`src/rtl/rx_iq_pkg.sv`:
```
// Shared tags, byte constants and read-FSM state type for the RX IQ scheduler.
package rx_iq_pkg;

  localparam logic [1:0] TAG_RX1     = 2'b01;
  localparam logic [1:0] TAG_RX2     = 2'b10;
  localparam logic [7:0] BYTE_EMPTY  = 8'h00;
  localparam int         FRAME_BYTES = 9;

  typedef enum logic {
    ST_IDLE = 1'b0,
    ST_SEND = 1'b1
  } rd_state_e;

endpackage

```
`src/rtl/iq_sample_fifo.sv`:
```
// Synchronous tagged-sample FIFO with registered read data.
// A write into a full FIFO is accepted when a read happens on the same edge.
module iq_sample_fifo #(
  parameter int WIDTH = 66,
  parameter int DEPTH = 8
) (
  input  logic                     clk_in,
  input  logic                     reset,
  input  logic                     wr_en,
  input  logic [WIDTH-1:0]         wr_data,
  input  logic                     rd_en,
  output logic [WIDTH-1:0]         rd_data,
  output logic                     full,
  output logic                     empty,
  output logic [$clog2(DEPTH):0]   count
);

  localparam int AW = $clog2(DEPTH);

  logic [WIDTH-1:0] mem [DEPTH];
  logic [AW-1:0]    wptr;
  logic [AW-1:0]    rptr;
  logic             do_wr;
  logic             do_rd;

  assign full  = (count == (AW+1)'(DEPTH));
  assign empty = (count == '0);
  assign do_rd = rd_en & ~empty;
  assign do_wr = wr_en & (~full | do_rd);

  always_ff @(posedge clk_in) begin
    if (reset) begin
      wptr  <= '0;
      rptr  <= '0;
      count <= '0;
    end else begin
      if (do_wr) wptr <= wptr + AW'(1);
      if (do_rd) rptr <= rptr + AW'(1);
      case ({do_wr, do_rd})
        2'b10:   count <= count + (AW+1)'(1);
        2'b01:   count <= count - (AW+1)'(1);
        default: count <= count;
      endcase
    end
  end

  // Storage and read register carry data only; no reset needed.
  always_ff @(posedge clk_in) begin
    if (do_wr) mem[wptr] <= wr_data;
    if (do_rd) rd_data <= mem[rptr];
  end

endmodule

```
`src/rtl/rx_iq_scheduler.sv`:
```
// Merges RX1/RX2 DDC sample pairs into one tagged FIFO (RX2 backed by a skid slot)
// and streams each entry as a 9-byte frame to the MCU parallel-bus read path.
module rx_iq_scheduler
  import rx_iq_pkg::*;
#(
  parameter int FIFO_DEPTH = 8,
  parameter int IQ_W       = 32
) (
  input  logic                          clk_in,
  input  logic                          reset,
  input  logic                          rx1_en,
  input  logic                          rx2_en,
  input  logic signed [IQ_W-1:0]        RX1_I,
  input  logic signed [IQ_W-1:0]        RX1_Q,
  input  logic                          RX1_valid,
  input  logic signed [IQ_W-1:0]        RX2_I,
  input  logic signed [IQ_W-1:0]        RX2_Q,
  input  logic                          RX2_valid,
  input  logic                          rd_start,
  input  logic                          rd_next,
  input  logic                          rd_stop,
  output logic [7:0]                    rd_byte,
  output logic                          rd_avail,
  output logic [$clog2(FIFO_DEPTH):0]   fill_level,
  output logic                          overrun,
  input  logic                          overrun_clr
);

  localparam int         EW   = 2 + 2*IQ_W;
  localparam int         FW   = 8*FRAME_BYTES;
  localparam logic [3:0] LAST = 4'(FRAME_BYTES-1);

  logic          v1, v2, skid_live;
  logic          skid_vld;
  logic [EW-1:0] skid_data;
  logic [EW-1:0] cand;
  logic          has_cand, can_wr, wr_en, cand_drop;
  logic          skid_drain, v2_lost, skid_free, skid_load, skid_drop;
  logic          pop, full, empty;
  logic [EW-1:0] head;
  logic [FW-1:0] frame;
  logic [7:0]    byte_sel;
  logic [3:0]    byte_idx, idx_nxt;
  rd_state_e     state, state_nxt;

  assign v1        = RX1_valid & rx1_en;
  assign v2        = RX2_valid & rx2_en;
  assign skid_live = skid_vld & rx2_en;

  // Arbitration: RX1, then the parked RX2 sample, then live RX2.
  always_comb begin
    cand     = '0;
    has_cand = 1'b0;
    if (v1) begin
      cand     = {TAG_RX1, RX1_Q, RX1_I};
      has_cand = 1'b1;
    end else if (skid_live) begin
      cand     = skid_data;
      has_cand = 1'b1;
    end else if (v2) begin
      cand     = {TAG_RX2, RX2_Q, RX2_I};
      has_cand = 1'b1;
    end
  end

  assign can_wr     = ~full | pop;
  assign wr_en      = has_cand & can_wr;
  assign cand_drop  = has_cand & ~can_wr;
  assign skid_drain = skid_live & ~v1;
  assign v2_lost    = v2 & (v1 | skid_live);
  assign skid_free  = ~skid_live | skid_drain;
  assign skid_load  = v2_lost & skid_free;
  assign skid_drop  = v2_lost & ~skid_free;

  always_ff @(posedge clk_in) begin
    if (reset) begin
      skid_vld <= 1'b0;
      overrun  <= 1'b0;
    end else begin
      if (skid_load) skid_vld <= 1'b1;
      else if (skid_drain || !rx2_en) skid_vld <= 1'b0;
      if (cand_drop || skid_drop) overrun <= 1'b1;
      else if (overrun_clr) overrun <= 1'b0;
    end
  end

  always_ff @(posedge clk_in) begin
    if (skid_load) skid_data <= {TAG_RX2, RX2_Q, RX2_I};
  end

  iq_sample_fifo #(
    .WIDTH (EW),
    .DEPTH (FIFO_DEPTH)
  ) u_fifo (
    .clk_in  (clk_in),
    .reset   (reset),
    .wr_en   (wr_en),
    .wr_data (cand),
    .rd_en   (pop),
    .rd_data (head),
    .full    (full),
    .empty   (empty),
    .count   (fill_level)
  );

  assign rd_avail = (fill_level != '0);

  // Read FSM: the FIFO read register doubles as the frame holding register.
  always_ff @(posedge clk_in) begin
    if (reset) begin
      state    <= ST_IDLE;
      byte_idx <= '0;
    end else begin
      state    <= state_nxt;
      byte_idx <= idx_nxt;
    end
  end

  always_comb begin
    state_nxt = state;
    idx_nxt   = byte_idx;
    case (state)
      ST_IDLE: begin
        if (pop) begin
          state_nxt = ST_SEND;
          idx_nxt   = '0;
        end
      end
      ST_SEND: begin
        if (rd_stop) begin
          state_nxt = ST_IDLE;
          idx_nxt   = '0;
        end else if (rd_next) begin
          if (byte_idx != LAST) begin
            idx_nxt = byte_idx + 4'd1;
          end else if (pop) begin
            idx_nxt = '0;
          end else begin
            state_nxt = ST_IDLE;
            idx_nxt   = '0;
          end
        end
      end
      default: state_nxt = ST_IDLE;
    endcase
  end

  assign frame = FW'(head);

  always_comb begin
    pop      = 1'b0;
    byte_sel = BYTE_EMPTY;
    case (state)
      ST_IDLE: pop = rd_start & ~rd_stop & ~empty;
      ST_SEND: pop = rd_next & ~rd_stop & (byte_idx == LAST) & ~empty;
      default: pop = 1'b0;
    endcase
    for (int k = 0; k < FRAME_BYTES; k++) begin
      if (byte_idx == 4'(k)) byte_sel = frame[FW-1-8*k -: 8];
    end
    rd_byte = (state == ST_SEND) ? byte_sel : BYTE_EMPTY;
  end

endmodule
```
`config.mk`:
```
export PLATFORM = sky130hd
export DESIGN_NAME = rx_iq_scheduler
export DESIGN_NICKNAME = d
export VERILOG_FILES = /design/src/rtl/rx_iq_pkg.sv /design/src/rtl/iq_sample_fifo.sv /design/src/rtl/rx_iq_scheduler.sv
export SDC_FILE = /design/constraint.sdc
export NUM_CORES = 1
export LEC_CHECK = 0
export CORE_MARGIN = 10
export CORE_UTILIZATION = 64
export CTS_CLUSTER_DIAMETER = 150
export DETAILED_ROUTE_END_ITERATION = 8
export GPL_TIMING_DRIVEN = 0
export PLACE_DENSITY_LB_ADDON = 0.05
export SLEW_MARGIN = 20
export SYNTH_ARGS = -nofsm -noshare
export SYNTH_HDL_FRONTEND = slang
export SYNTH_HIERARCHICAL = 1
export SYNTH_SLANG_ARGS = --single-unit
```
`constraint.sdc`:
```
create_clock -name clk_in -period 22.7 [get_ports clk_in]
set_input_delay 6.81 -clock clk_in [delete_from_list [all_inputs] [get_ports clk_in]]
set_output_delay 6.81 -clock clk_in [all_outputs]
set_load 0.05 [all_outputs]
```
# Word-level counts from Yosys, hierarchy flattened

Memories as Yosys holds them, arrays and structs flattened. A register that Yosys moved wholly into a read port is not among the register bits.
Cells that the tools add are included.
W data, S select, Z words.

Equality and inequality tests: 14
Add/subtract/negate cells: 5
Bitwise gates (word level): 28
Mux-type cells: 34
Reduce and logical (&&, ||, !) cells: 10

Operators with widths:

| operator              | count |
|---|---|
| $mux W66              | 3 |
| $mux W8               | 9 |
| $and A1 B1 Y1         | 16 |
| $eq A4 B3 Y1 const B  | 4 |
| $mux W4               | 4 |
| $pmux W4 S2           | 2 |
| $mux W1               | 13 |
| $add A4 B1 Y4 const B | 2 |
| $eq A4 B2 Y1 const B  | 2 |
| $eq A4 B4 Y1 const B  | 2 |
| $logic_not A4 Y1      | 2 |
| $not A1 Y1            | 8 |
| $add A3 B1 Y3 const B | 2 |
| $reduce_bool A2 Y1    | 3 |
| $eq A4 B1 Y1 const B  | 1 |
| $ne A4 B4 Y1 const B  | 1 |
| $or A1 B1 Y1          | 4 |
| $pmux W1 S2           | 2 |
| $reduce_bool A4 Y1    | 1 |
| $sub A4 B1 Y4 const B | 1 |
| $ne A3 B3 Y1 const B  | 1 |
| $eq A2 B1 Y1 const B  | 1 |
| $eq A2 B2 Y1 const B  | 1 |
| $logic_or A1 B1 Y1    | 2 |
| 4 further kinds       | 4 |

Memories kept: 1
Memory bits (writable): 528
Input port bits: 138
Word-level logic and storage cells: 100
Flip-flop bits (word level): 81
Output and inout bits: 14

Memories:

| name       | words | bits a word | rd ports | clocked after Yosys merged registers in | write ports | line                 | text |
|---|---|---|---|---|---|---|---|
| u_fifo.mem | 8     | 66          | 1        | 1                                       | 1           | iq_sample_fifo.sv:20 | `logic [WIDTH-1:0] mem [DEPTH];` |

# Longest topological paths before layout

Gate-level depths: netlist (run 1).

Word-level depth: 11
Depth in mapped cells: 15
Depth with buffers taken out: 13

# Cells and area by module

Netlist (run 1), hierarchy kept.

By module, submodules not included:

| module          | cells an instance | sequential area each (um^2) | area each (um^2) | instances |
|---|---|---|---|---|
| iq_sample_fifo  | 908               | 18037.3                     | 22420.3          | 1 |
| rx_iq_scheduler | 406               | 2062.0                      | 4276.6           | 1 |

# Least setup slack after synthesis (run 1)

OpenSTA, ideal clock, no wires.

Kind: input to register
Start point: in rd_start
End point: mem u_fifo.mem[0][0], enable pin
Data required time: 22129 ps
Path slack: 9208 ps
Path buffers: 1
Arrival: 12921 ps
Setup time: 571 ps
Cell stages on the path: 8
Cell sequence: nor2b_1 -> a31oi_4 -> nor3_1 -> o21a_1 -> clkbuf_1 -> o21ai_1 -> or2_1 -> nor3_1

Longest elaborated chain between the ends: 8
Elaborated cells on any way between the ends: 10
Classes of those cells: mux (3); bitwise (7)

RTL lines:

| item                          | line                   | text |
|---|---|---|
| start, declared               | rx_iq_scheduler.sv:19  | `input logic rd_start,` |
| $and A1 B1 Y1 (2 in series)   | rx_iq_scheduler.sv:154 | `ST_IDLE: pop = rd_start & ~rd_stop & ~empty;` |
| $pmux W1 S2                   | rx_iq_scheduler.sv:153 | `case (state)` |
| via pop                       | rx_iq_scheduler.sv:39  | `logic pop, full, empty;` |
| $or A1 B1 Y1                  | rx_iq_scheduler.sv:66  | `assign can_wr = ~full \| pop;` |
| $and A1 B1 Y1                 | rx_iq_scheduler.sv:67  | `assign wr_en = has_cand & can_wr;` |
| via wr_en                     | rx_iq_scheduler.sv:37  | `logic has_cand, can_wr, wr_en, cand_drop;` |
| $and A1 B1 Y1                 | iq_sample_fifo.sv:29   | `assign do_wr = wr_en & (~full \| do_rd);` |
| $mux W1                       | iq_sample_fifo.sv:49   | `if (do_wr) mem[wptr] <= wr_data;` |
| $mux W1 (not written as such) | iq_sample_fifo.sv:49   |  |
| end, declared                 | iq_sample_fifo.sv:20   |  |

The timed path passes the listed nets, and every way through them passes these cells.

# Final worst setup path (run 1)

Start point: in rd_start
End point: mem u_fifo.mem[0][22], enable pin

Same word-level chain as after synthesis.

==> impl_metrics.ini, run 1 <==
[run_status]
outcome = finished clean

[global_route]
busiest_layer = met2
grt_pass1_vias = 14700
grt_remaining_overflow = 0
grt_usage_pct = 24.4
antenna_found_initial = 1
grt_max_degree = 36
grt_pass1_wl_um = 91400
grt_use_met1_pct = 33.0
grtUsageMet3_pct = 4.74
use_met2_pct = 39.4

[power]
p_per_area_nw_per_um2 = 88.6
ir_drop_mv = 0.0681
leakage_nw = 10.6

[worst_hold_path]
hp-class = reg2reg
min_to = overrun$_SDFFE_PP0P_
hold_depth = 2
hold_start = overrun$_SDFFE_PP0P_

[worst_setup_path]
r2r_cells = 15
slowest_delay_ns = 0.85
worst-path-max-fanout = 10
crit_slowest_cell = nor3_2
start_kind = primary input
cpMostUsedCell = buf_6
worstPathArrival_ns = 11.37
crit_buf_inv = 6
regToRegEndpoint = u_fifo/mem[0][22]$_DFFE_PP_
end_kind = flip-flop
worstPathRequired_ns = 22.97
critical_path.cell_chain = clkdlybuf4s50_1, nor2b_1, a31oi_4, nor3_1, o21a_1, clkbuf_1, o21ai_1, or2_1, nor3_2, buf_6, buf_4, buf_6, buf_6
r2r_slack_ns = 17.67
crit_type = in2reg
crit_family = simple AND/OR/NAND/NOR gates
r2r-start = byte_idx[0]$_SDFFE_PP0P_

[logic_synthesis]
yosys.area_share.simple_pct = 2.14
synth-xor-area-share_pct = 0.230
syn_nets = 1461
synth_cells = 1314
yosys-top-cells-count = edfxtp_1 (658), mux4_2 (132), inv_1 (82)
yosysWarningCount = 6
synth_edf_count = 658
synth_flop_cell = edfxtp_1
async_flop_share_pct = 0
synth_area_leader_cell = edfxtp_1
ys_seq_area_share_pct = 75.3
synth.area.mux_share_pct = 14.1
synth_fa_ha_area_share_pct = 0.487
avgSynthCellArea_um2 = 20.3
netlist.area_leader.share_pct = 74.0
synth_top_family_by_area = multiplexers
synth_seq_cells = 675
yosysUniqueCellTypes = 58
yosysMostFrequentCell = edfxtp_1
ys_top_cells_by_area = edfxtp_1 (74%), mux4_2 (11%), mux2_2 (2.8%)
netlist_area_um2 = 26700
synth_compound_area_share_pct = 4.74

[timing]
max-slew-margin-rel_pct = 29.1
fin_crit_ns = 11.10
skew_ns = 0.0242
hold_viol = 0
post-route-period-util_pct = 48.9
setup_viol = 0
fmax_mhz = 90.1
rsz0062_at_grt = no
setup_tns_ns = 0
worst_pin_slew_ns = 1.06
drv_slew = 0

[route]
avgRoutedWirePerCell_um = 28.2
final_antenna_net_count = 0
num_vias = 14100
drtPass1Iterations = 9
routed_wl_um = 60800
vias_per_cell = 6.54
drt_iter0_markers = 1865
drc = 0

[cts]
clock_sinks = 675
cts_setup_buffers = 0
cts_tree = yes
ctsHoldBuffers = 0
clk_latency_ns = 0.58
clk_pin_slew_ns = 0.06
cts-resized-gates = 0
cts_root_buf = clkbuf_16
cts_buffer_depth = 3
htreeDepth = 3
cts_buffers = 67

[place]
gp_congestion = 0.876
dpl.hpwl_um = 39800
io_buffers = 151

[cells_and_area]
drive_gt1_share_pct = 25.4
area_delta_synth_final_pct = 19.4
fill_cells = 2203
diodes = 0
fin_util_pct = 77.7
fin_nets = 1725

[die]
io_pins = 152
coreArea_um2 = 41000
die-area_um2 = 50300
num_rows = 74
start_util_pct = 65.1
die_h_um = 224
die_x_um = 224

[job]
cap_violations = 0
==> placed cells by master (no fill, tap or decap), types with 17 or more instances in the layout <==
cell / instances
buf_6: 31
a21oi_1: 40
dfxtp_1: 17
inv_1: 82
clkdlybuf4s50_1: 151
clkbuf_16: 73
clkbuf_1: 32
mux2_2: 66
a222oi_1: 64
edfxtp_1: 658
mux4_2: 132
nor2_1: 33
buf_2: 30
==> cell families after synthesis <==
family                     after synthesis
muxes                                  202
AOI/OAI and AO/OA                      153
xor gates and xnor gates                 7
DFF                                    675
and+or+nand+nor                        108
adders and majority gates               10
buffers and inverters                  159
==> state kept, by name, summed over array words and instances, names as in the netlist <==
name,count
byte_idx,4
overrun,1
skid_data,64
skid_vld,1
state,1
u_fifo/count,4
u_fifo/mem,528
u_fifo/rd_data,66
u_fifo/rptr,3
u_fifo/wptr,3
==> per-stage QoR <==
stage,power (mW),std cells,instance area (um^2),hold WS (ns),setup WS (ns)
final,2.82,2156,31900,0.525,11.60
after global routing,2.90,2156,31900,0.556,11.54
after CTS,2.84,2156,31900,0.516,11.82
after detailed placement,1.74,2041,29700,0.507,11.26
after global placement,1.72,1997,28900,0.475,3.59
after floorplan,1.63,1314,26700,0.462,9.21
==> how the worst max path moves through the flow <==
stage | start | end | depth (start not counted)
after detailed placement | rd_start | u_fifo/mem[0][25]$_DFFE_PP_ | 13
after global placement | rd_start | u_fifo/mem[0][3]$_DFFE_PP_ | 9
after global routing | rd_start | u_fifo/mem[0][23]$_DFFE_PP_ | 13
final | rd_start | u_fifo/mem[0][22]$_DFFE_PP_ | 13
after floorplan | rd_start | u_fifo/mem[0][0]$_DFFE_PP_ | 8
after CTS | rd_start | u_fifo/mem[0][22]$_DFFE_PP_ | 13
==> worst reg2reg max path: stages, from the launching register on <==
cell and delay (ns):
dfxtp_1 0.34, inv_1 0.12, ha_1 0.17, and3b_1 0.17, buf_6 0.16, a31oi_4 0.11
nor3_1 0.72, o21a_1 0.24, clkbuf_1 0.40, o21ai_1 0.23, or2_1 0.40, nor3_2 0.85
buf_6 0.27, buf_4 0.21, buf_6 0.18, buf_6 0.16
==> per-layer routing <==
layer	vias up	share of wire, %
li1	5986	-
met1	7318	39
met2	683	49
met3	122	8.6
met4	2	3.1
met5	-	0.020
==> final cells by class <==
class | count | area (um^2) | area share (%)
clock inverter | 25 | 289 | 0.907
timing repair buffer | 195 | 2250 | 7.05
multi-input combinational | 480 | 5850 | 18.3
tap | 532 | 666 | 2.09
buffer | 76 | 503 | 1.58
sequential | 675 | 20100 | 63.0
clock buffer | 90 | 1920 | 6.02
inverter | 83 | 312 | 0.977
==> power breakdown <==
part / internal (mW) / switching (mW) / leakage, nW / total, mW
sequential: 1.43 / 0.0154 / 6.20 / 1.44
clock: 0.671 / 0.441 / 1.09 / 1.11
combinational: 0.124 / 0.144 / 3.35 / 0.268
Power figures use the tool's default switching activity.
==> run 2, diff against run 1 <==
Settings changed: CORE_UTILIZATION 64 to 54.
Clock period 22.7 ns to 9 ns, I/O delays scaled along.
==> run 2 against run 1 <==
Setup slack lost 8.9 ns. Clock power grew 150%. Flip-flop and latch count is the same. Die area grew 17%. Cell area grew 0.78%. Cell count grew 6.4%. Via count shrank 1.8%. Hold slack lost 0.028 ns.
==> impl_metrics.ini, run 2 (synthesis results as in run 1) <==
[run_status]
outcome = finished clean

[timing]
fmax_mhz = 159
worst_pin_slew_ns = 0.874
drv_slew = 0
skew_ns = 0.0157
setup_viol = 0
fin_crit_ns = 6.27
setup_tns_ns = 0
hold_slack_ns = 0.497
hold_viol = 0
post-route-period-util_pct = 69.7
rsz0062_at_grt = no
max-slew-margin-rel_pct = 41.7

[place]
gp_congestion = 0.837
dpl.hpwl_um = 41300
io_buffers = 151

[cts]
clk_pin_slew_ns = 0.06
cts_buffers = 71
cts_buffer_depth = 3
htreeDepth = 3
clk_latency_ns = 0.60
cts_root_buf = clkbuf_16
cts_tree = yes
cts_setup_buffers = 0
clock_sinks = 675
ctsHoldBuffers = 0
cts-resized-gates = 0

[worst_setup_path]
worstPathRequired_ns = 6.30
worst-path-max-fanout = 10
worstPathArrival_ns = 3.57
start_kind = flip-flop
crit_type = reg2out
end_kind = primary output

[route]
num_vias = 13900
drt_iter0_markers = 1611
drc = 0
vias_per_cell = 6.04
drtPass1Iterations = 8
routed_wl_um = 61300
avgRoutedWirePerCell_um = 26.7
final_antenna_net_count = 0

[cells_and_area]
final_cell_mix = edfxtp_1 (658), clkdlybuf4s50_1 (151), mux4_2 (132)
drive_gt1_share_pct = 24.9
final_common_cell = edfxtp_1
largest_reg_flops = 528
fin_nets = 1726
fill_cells = 3328
reg_top3 = u_fifo/mem x528, u_fifo/rd_data x66, skid_data x64
regMostFlops = u_fifo/mem
fin_util_pct = 65.6
area_delta_synth_final_pct = 20.4

[global_route]
grt_pass1_wl_um = 92600
antenna_found_initial = 1
grt_usage_pct = 21.0
grt_pass1_vias = 14300
grt_remaining_overflow = 0
grt_max_degree = 33

[worst_hold_path]
hp-class = reg2reg

[power]
p_total_mw = 7.07
p_per_area_nw_per_um2 = 220
ir_drop_mv = 0.162
leakage_nw = 10.6

[die]
die-area_um2 = 58700
coreArea_um2 = 49000
die_h_um = 242
start_util_pct = 54.5
io_pins = 152
num_rows = 81
die_x_um = 242

[job]
cap_violations = 0
==> run 2: cell types whose count changed in the layout (fill, tap and decap cells not counted), moves of 3 or more <==
cell / before / now
buf_4: 14 / 2
buf_6: 31 / 23
clkinv_1: 9 / 12
clkbuf_8: 3 / 0
buf_16: 10 / 13
bufinv_16: 7 / 3
inv_6: 0 / 3
clkbuf_1: 32 / 39
buf_8: 0 / 12
==> run 2: area by class of cell <==
| class | count | area [um^2] | area share, % |
|---|---|---|---|
| tap | 664 | 831 | 2.59 |
| clock inverter | 26 | 201 | 0.627 |
| timing repair buffer | 192 | 2370 | 7.37 |
| multi-input combinational | 480 | 5860 | 18.2 |
| antenna | 1 | 2.50 | 0.00779 |
| inverter | 83 | 312 | 0.970 |
| buffer | 76 | 503 | 1.57 |
| clock buffer | 96 | 1960 | 6.09 |
| sequential | 675 | 20100 | 62.5 |
==> run 2: metrics by stage <==
step                      std cells  cell area (um^2)  setup slack (ns)
after global placement         2129             29000             -2.63
after detailed placement       2170             30000              2.23
after floorplan                1314             26700              1.41
after global routing           2292             32100              2.53
final                          2293             32100              2.73
after CTS                      2292             32100              2.72
==> run 2: critical path, stage by stage (launching register included) <==
cell and delay, ns:
dfxtp_1 0.35, inv_1 0.09, ha_1 0.28, buf_2 0.27, nand2_1 0.07, a311oi_1 0.40
a31oi_1 0.14, o21ai_0 0.46, clkdlybuf4s50_1 0.91
==> run 2: final timing paths <==
kind,slack (ns),from,end,cells after the start
worst max register to register,4.72,byte_idx[0]$_SDFFE_PP0P_,u_fifo/mem[6][19]$_DFFE_PP_,13
worst min register to register,0.50,u_fifo/wptr[0]$_SDFFE_PP0P_,u_fifo/wptr[0]$_SDFFE_PP0P_,2
worst max-delay path,2.73,byte_idx[1]$_SDFFE_PP0P_,rd_byte[1],8
worst min-delay path,0.50,u_fifo/wptr[0]$_SDFFE_PP0P_,u_fifo/wptr[0]$_SDFFE_PP0P_,2
==> run 2: report_power, final <==
part / switching (mW) / total, mW / internal [mW]
registers: 0.0367 / 3.64 / 3.60
clock network: 1.14 / 2.74 / 1.60
logic: 0.363 / 0.685 / 0.322
total: 1.54 / 7.07 / 5.53
==> run 2: layer usage <==
metal	wire (um)	share of wire [%]	GRT usage [%]
met1	27000	44	30.1
met2	29600	48	33.0
met3	3690	6.0	4.00
met4	1030	1.7	4.66
met5	0	0	0
